File: config.mk
export PLATFORM = sky130hd
export DESIGN_NAME = uart_tx_sched
export DESIGN_NICKNAME = d
export VERILOG_FILES = /design/src/rtl/uart_tx_sched.sv
export SDC_FILE = /design/constraint.sdc
export NUM_CORES = 1
export LEC_CHECK = 0
export ABC_AREA = 1
export CAP_MARGIN = 40
export CORE_UTILIZATION = 50
export DETAILED_ROUTE_END_ITERATION = 10
export GPL_TIMING_DRIVEN = 0
export PLACE_DENSITY_LB_ADDON = 0.05
export SLEW_MARGIN = 40
export SYNTH_ARGS = -nofsm -noshare
export SYNTH_HDL_FRONTEND = slang
export SYNTH_SLANG_ARGS = --single-unit
export TNS_END_PERCENT = 20
File: constraint.sdc
create_clock -name clk_i -period 2.6 [get_ports clk_i]
set_input_delay 0.65 -clock clk_i [delete_from_list [all_inputs] [get_ports clk_i]]
set_output_delay 0.65 -clock clk_i [all_outputs]
set_load 0.01 [all_outputs]
File: src/rtl/uart_tx_sched.sv
`default_nettype none
// ============================================================================
//  Module   : uart_tx_sched
//  Purpose  : Drains the UART byte FIFO and serialises each byte as an 8N1/8N2
//             frame with fixed-divider bit timing and one pop pulse per frame.
//  Revision : 1.0
// ============================================================================
module uart_tx_sched #(
    parameter int BAUD_DIV    = 104,
    parameter int STOP_BITS   = 1,
    parameter int POP_SETTLE  = 4,
    parameter int COUNT_WIDTH = 16
) (
    input  logic                   clk_i,
    input  logic                   reset_i,
    input  logic                   enable_i,
    input  logic                   have_next_i,
    input  logic [7:0]             data_i,
    output logic                   next_o,
    output logic                   tx_o,
    output logic                   busy_o,
    output logic [COUNT_WIDTH-1:0] frame_count_o
);

    localparam int c_BAUD_W   = $clog2(BAUD_DIV);
    localparam int c_SETTLE_W = (POP_SETTLE < 1) ? 1 : $clog2(POP_SETTLE + 1);
    localparam logic [c_BAUD_W-1:0]   c_BAUD_LAST   = c_BAUD_W'(BAUD_DIV - 1);
    localparam logic [c_SETTLE_W-1:0] c_SETTLE_INIT = c_SETTLE_W'(POP_SETTLE);
    localparam logic                  c_STOP_LAST   = 1'(STOP_BITS - 1);

    generate
        if (BAUD_DIV < 2) begin : g_bad_baud_div
            $error("uart_tx_sched: BAUD_DIV must be at least 2");
        end
        if (STOP_BITS != 1 && STOP_BITS != 2) begin : g_bad_stop_bits
            $error("uart_tx_sched: STOP_BITS must be 1 or 2");
        end
        if (10 * BAUD_DIV <= POP_SETTLE) begin : g_bad_pop_settle
            $error("uart_tx_sched: a frame must outlast POP_SETTLE");
        end
    endgenerate

    typedef enum logic [1:0] {
        S_IDLE  = 2'd0,
        S_START = 2'd1,
        S_DATA  = 2'd2,
        S_STOP  = 2'd3
    } state_t;

    state_t                  r_state,    w_state_nx;
    logic [c_BAUD_W-1:0]     r_baud,     w_baud_nx;
    logic [2:0]              r_bit_idx,  w_bit_idx_nx;
    logic                    r_stop_idx, w_stop_idx_nx;
    logic [7:0]              r_shift,    w_shift_nx;
    logic [c_SETTLE_W-1:0]   r_settle,   w_settle_nx;
    logic                    r_tx,       w_tx_nx;
    logic                    r_next,     w_next_nx;
    logic                    r_busy,     w_busy_nx;
    logic [COUNT_WIDTH-1:0]  r_count,    w_count_nx;

    logic w_baud_last;
    logic w_can_pop;
    logic w_launch;

    assign w_baud_last = (r_baud == c_BAUD_LAST);
    // FIFO head is only trusted once the post-pop settle window has drained
    assign w_can_pop   = enable_i && have_next_i && (r_settle == '0);

    always_comb begin
        w_state_nx    = r_state;
        w_baud_nx     = r_baud;
        w_bit_idx_nx  = r_bit_idx;
        w_stop_idx_nx = r_stop_idx;
        w_shift_nx    = r_shift;
        w_settle_nx   = (r_settle != '0) ? r_settle - 1'b1 : r_settle;
        w_tx_nx       = r_tx;
        w_next_nx     = 1'b0;
        w_busy_nx     = r_busy;
        w_count_nx    = r_count;
        w_launch      = 1'b0;

        unique case (r_state)
            S_IDLE: begin
                w_tx_nx   = 1'b1;
                w_busy_nx = 1'b0;
                w_launch  = w_can_pop;
            end
            S_START: begin
                if (w_baud_last) begin
                    w_baud_nx    = '0;
                    w_bit_idx_nx = 3'd0;
                    w_tx_nx      = r_shift[0];
                    w_state_nx   = S_DATA;
                end else begin
                    w_baud_nx = r_baud + 1'b1;
                end
            end
            S_DATA: begin
                if (w_baud_last) begin
                    w_baud_nx = '0;
                    if (r_bit_idx == 3'd7) begin
                        w_stop_idx_nx = 1'b0;
                        w_tx_nx       = 1'b1;
                        w_state_nx    = S_STOP;
                    end else begin
                        w_shift_nx   = {1'b0, r_shift[7:1]};
                        w_bit_idx_nx = r_bit_idx + 1'b1;
                        w_tx_nx      = r_shift[1];
                    end
                end else begin
                    w_baud_nx = r_baud + 1'b1;
                end
            end
            S_STOP: begin
                if (w_baud_last) begin
                    w_baud_nx = '0;
                    if (r_stop_idx == c_STOP_LAST) begin
                        w_count_nx = r_count + 1'b1;
                        if (w_can_pop) begin
                            w_launch = 1'b1;
                        end else begin
                            w_tx_nx    = 1'b1;
                            w_busy_nx  = 1'b0;
                            w_state_nx = S_IDLE;
                        end
                    end else begin
                        w_stop_idx_nx = r_stop_idx + 1'b1;
                    end
                end else begin
                    w_baud_nx = r_baud + 1'b1;
                end
            end
        endcase

        // Start bit and pop pulse leave on the same edge, from IDLE or straight out of STOP
        if (w_launch) begin
            w_shift_nx  = data_i;
            w_next_nx   = 1'b1;
            w_tx_nx     = 1'b0;
            w_busy_nx   = 1'b1;
            w_baud_nx   = '0;
            w_settle_nx = c_SETTLE_INIT;
            w_state_nx  = S_START;
        end
    end

    always_ff @(posedge clk_i) begin
        if (reset_i) begin
            r_state    <= S_IDLE;
            r_baud     <= '0;
            r_bit_idx  <= 3'd0;
            r_stop_idx <= 1'b0;
            r_shift    <= 8'd0;
            r_settle   <= '0;
            r_tx       <= 1'b1;
            r_next     <= 1'b0;
            r_busy     <= 1'b0;
            r_count    <= '0;
        end else begin
            r_state    <= w_state_nx;
            r_baud     <= w_baud_nx;
            r_bit_idx  <= w_bit_idx_nx;
            r_stop_idx <= w_stop_idx_nx;
            r_shift    <= w_shift_nx;
            r_settle   <= w_settle_nx;
            r_tx       <= w_tx_nx;
            r_next     <= w_next_nx;
            r_busy     <= w_busy_nx;
            r_count    <= w_count_nx;
        end
    end

    assign next_o        = r_next;
    assign tx_o          = r_tx;
    assign busy_o        = r_busy;
    assign frame_count_o = r_count;

endmodule
`default_nettype wire

Word-level counts from Yosys, hierarchy flattened --
Cells that the tools add are included.
Storage, ports and cells: input port bits 12, register bits 43, word-level logic and storage cells 102
Operators by class: multiplexer cells 42, eq/ne operators 19, add/subtract/negate cells 5, reductions and logical operators 23, bitwise logic cells 1
Operators by type and width (number):
- $mux 8 | 4
- $mux 1 | 20
- $ne 3x3->1 const B | 6
- $add 16x1->16 const B | 1
- $ne 2x2->1 const B | 8
- $mux 3 | 5
- $reduce_and 7->1 | 2
- $mux 2 | 6
- $reduce_and 4->1 | 3
- $reduce_bool 2->1 | 5
- $reduce_bool 3->1 | 3
- $add 7x1->7 const B | 1
- $eq 7x7->1 const B | 1
- $mux 7 | 1
- $pmux 1 s2 | 3
- $pmux 2 s3 | 1
- $pmux 3 s2 | 1
- $reduce_and 3->1 | 2
- $reduce_and 5->1 | 1
- $eq 2x2->1 const B | 2
- $pmux 1 s4 | 1
- $reduce_bool 4->1 | 1
- $add 3x1->3 const B | 1
- $eq 3x3->1 const B | 1
- other kinds (9) | 10

Longest topological paths before layout --
depth after elaboration 8, gate-level depth with buffers 11, depth with buffers taken out 11

Worst setup path before layout --
Ideal clock, no wire load.
kind register to register, from register r_settle[0], to register r_shift[6], required time 2.468 ns, setup time 0.132 ns, setup slack 1.023 ns, path buffers 1, data arrival time 1.445 ns, cell stages (with the launch flop) 10, path through dfxtp_1 inv_1 ha_1 ha_1 nand3_1 nor2_4 nand2_4 buf_6 o21ai_1 a21oi_1
On the way: word-level cells in the longest chain between the ends 8
RTL lines:
- start: declaration | line 55 | logic [c_SETTLE_W-1:0] r_settle, w_settle_nx;
- start signal: assignment | line 165 | r_settle <= w_settle_nx;
- $logic_not 3->1 * | line 67 | assign w_can_pop = enable_i && have_next_i && (r_settle == '0);
- $logic_and 1x1->1 * | line 67
- $mux 1 | line 119 | if (w_can_pop) begin
- $mux 1 | line 117 | if (r_stop_idx == c_STOP_LAST) begin
- $mux 1 | line 115 | if (w_baud_last) begin
- $pmux 1 s2 * | line 82 | unique case (r_state)
- $ne 2x2->1 (no line) / $reduce_bool 2->1 (equally long branches)
- $reduce_and 3->1 (no line)
- end signal: assignment | line 164 | r_shift <= w_shift_nx;
- end: declaration | line 54 | logic [7:0] r_shift, w_shift_nx;
Mark *: on every way between the ends. The rest lies on a longest branch, timed or not. A chain may end at the register's enable or synchronous reset.

Worst setup path after layout --
from register r_count[8], in the netlist frame_count_o[8], to output frame_count_o[8]
RTL lines:
- start: declaration | line 59 | logic [COUNT_WIDTH-1:0] r_count, w_count_nx;
- start signal: assignment | line 169 | r_count <= w_count_nx;
- end: declaration | line 22 | output logic [COUNT_WIDTH-1:0] frame_count_o
No word-level cell between the ends.

==> results.sh <==
export IMPL_fmax_ghz=0.504
export IMPL_ys_types=31
export IMPL_synth_nets=336
export IMPL_worstPathArrival_ps=1330
export IMPL_post_cts_setup_buffers=0
export IMPL_status="completed"
export IMPL_pwr_share_comb=0.230
export IMPL_wl_per_cell_um=11.8
export IMPL_skew_ps=7.07
export IMPL_final_cell_mix="nand2_1, dfxtp_1, inv_1"
export IMPL_synth_simple_area_share=0.336
export IMPL_rsz0062_at_grt="false"
export IMPL_grt_max_degree=14
export IMPL_vias=2023
export IMPL_root_buffer="clkbuf_8"
export IMPL_io_pins=31
export IMPL_die_height_um=68.6
export IMPL_synth_compound_area_frac=0.101
export IMPL_antenna_cells=0
export IMPL_dp_hpwl_um=3520
export IMPL_die_x_um=68.6
export IMPL_grtUsageTotal=0.225
export IMPL_yosysSeqAreaShare=0.380
export IMPL_cts_max_level=2
export IMPL_grt_pass1_vias=1801
export IMPL_drv_cap=0
export IMPL_grt_pass1_wl_um=7870
export IMPL_postCtsResizedCells=0
export IMPL_slew_viol_final=0
export IMPL_synth_area_top_cells="dfxtp_1, nand2_1, ha_1"
export IMPL_timing_final_crit_share=0.763
export IMPL_gp_congestion=0.868
export IMPL_switching_share=0.289
export IMPL_tns_ps=0
export IMPL_synth_area_leader_cell="dfxtp_1"
export IMPL_holdWs_ps=465
export IMPL_wirelength_um=4710
export IMPL_power_frac_seq=0.416
export IMPL_clk_pin_slew_ps=80
export IMPL_die_area_um2=4700
export IMPL_layout_commonest_cell="nand2_1"
export IMPL_drtPass1Iterations=4
export IMPL_tightest_slew_ps=562
export IMPL_worstPathRequired_ps=1950
export IMPL_cp_num_buf_inv=1
export IMPL_max_stage_delay_ps=580
export IMPL_via_per_inst=5.06
export IMPL_drc=0
export IMPL_first_iter_violations=108
export IMPL_rows=23
export IMPL_switching_power_mw=0.523
export IMPL_port_buffers=29
export IMPL_yosysTopAreaCellShare=0.380
export IMPL_power_per_cell_area_nw_per_um2=667
export IMPL_synthCells=313
export IMPL_finalPower_mw=1.81
export IMPL_syn_area_um2=2210
export IMPL_hold_viol_final=0
export IMPL_initial_utilization=0.538
export IMPL_antenna_found_initial=0
export IMPL_drive_gt1_frac=0.0886
export IMPL_cts_hold_fix_buffers=0
export IMPL_startpoint_type="flip-flop"
export IMPL_path_class="reg2out"
export IMPL_globalRouteOverflowTotal=0
export IMPL_avgSynthCellArea_um2=7.08
export IMPL_setup_viol=0
export IMPL_nNetsFinal=372
export IMPL_cp_end_kind="output pin"
export IMPL_synth_seq_cells=42
export IMPL_synth_top_family_by_area="simple AND/OR/NAND/NOR gates"
export IMPL_muxShareOfSynthArea=0
export IMPL_cts_tree="yes"
export IMPL_critPathMaxFanout=6
export IMPL_ys_warnings_count=0
export IMPL_clockBufferDepth=2
export IMPL_min_period_ps=1980
export IMPL_worstPathCellList="clkdlybuf4s50_1"
export IMPL_coreArea_um2=4120
export IMPL_cts_made_buffers=5
export IMPL_synth_xor_area_frac=0.0356
export IMPL_hold_path_class="reg2reg"
export IMPL_clock_power_share=0.354
export IMPL_critical_path_slowest_cell="clkdlybuf4s50_1"
export IMPL_insertion_delay_ps=300
export IMPL_synthAdderAreaFrac=0.0621
export IMPL_clock_sinks=42
export IMPL_cp_top_family="buffers and inverters"
export IMPL_post_route_util=0.659
export IMPL_p_int_mw=1.28
export IMPL_syn_to_final_growth_pct=22.4
export IMPL_ant_nets=0
export IMPL_p_leak_nw=1.13
export IMPL_slew_headroom=0.626
export IMPL_vdd_drop_max_v=0.000546
[layout make-up]
| type | instances | area, µm² |
|---|---|---|
| fill | 370 | 1410 |
| multi-input combinational | 228 | 1180 |
| sequential | 42 | 841 |
| timing repair buffer | 29 | 290 |
| inverter | 36 | 135 |
| clock buffer | 6 | 82.6 |
| tap | 50 | 62.6 |
| clock inverter | 2 | 60.1 |
| buffer | 7 | 55.1 |
[layer usage]
| layer | vias up | GRT usage | wire length, µm |
|---|---|---|---|
| li1 | 1070 | - | - |
| met1 | 915 | 0.300 | 2460 |
| met2 | 31 | 0.366 | 2050 |
| met3 | 7 | 0.0395 | 141 |
| met4 | 0 | 0.0703 | 56 |
| met5 | - | 0 | 0 |
[power groups by stage]
stage | clock network [mW] | logic (mW) | registers (mW)
finish | 0.639 | 0.416 | 0.753
floorplan | 0 | 0.310 | 0.760
CTS | 0.648 | 0.416 | 0.752
detailed placement | 0 | 0.413 | 0.767
global placement | 0 | 0.404 | 0.764
global route | 0.669 | 0.476 | 0.761
[cells in the mapped netlist, drive strengths merged]
| cell | count |
|---|---|
| inv | 35 |
| clkinv | 1 |
| xnor2 | 2 |
| nand3 | 22 |
| o211ai | 1 |
| o21ai | 14 |
| buf | 6 |
| nand4 | 5 |
| dfxtp | 42 |
| nor3b | 1 |
| nor4 | 2 |
| o2111ai | 1 |
| xor2 | 7 |
| clkbuf | 1 |
| nor3 | 6 |
| a21oi | 26 |
| ha | 11 |
| nand2 | 93 |
| nor2 | 37 |
[state kept, by name (all words and copies together), names as in the netlist]
register	cells
r_baud	7
tx_o	1
busy_o	1
r_bit_idx	3
r_state	2
next_o	1
r_settle	3
frame_count_o	16
r_shift	8
[cell families (layout without fill, tap and decap cells)]
logic type	count (synthesis)	count (layout)
adders and majority gates	11	11
AOI/OAI and AO/OA	42	42
xor gates and xnor gates	9	9
buffers and inverters	43	80
DFF	42	42
and+or+nand+nor	166	166
[stage by stage]
step	area, µm²	worst slack (ps)	instances
global placement	2570	553	392
finish	2710	615	400
detailed placement	2570	533	392
global route	2710	587	400
floorplan	2210	1020	313
CTS	2710	609	400
[worst paths after layout]
path	start	endpoint	slack, ps	depth (start not counted)
max	frame_count_o[8]	frame_count_o[8]	620	1
min	r_shift[4]	r_shift[3]	460	2
max reg2reg	r_settle[0]	r_shift[6]	780	9
min reg2reg	r_shift[4]	r_shift[3]	460	2
[worst register-to-register path, cell delays in order, from the launching register on]
cell and delay, ps:
dfxtp_1 320, inv_1 70, ha_1 160, ha_1 280, nand3_1 220, nor2_4 190, nand2_4 110, buf_6 160
o21ai_1 120, a21oi_1 70
Note: power is estimated with default switching activity, not from simulation.
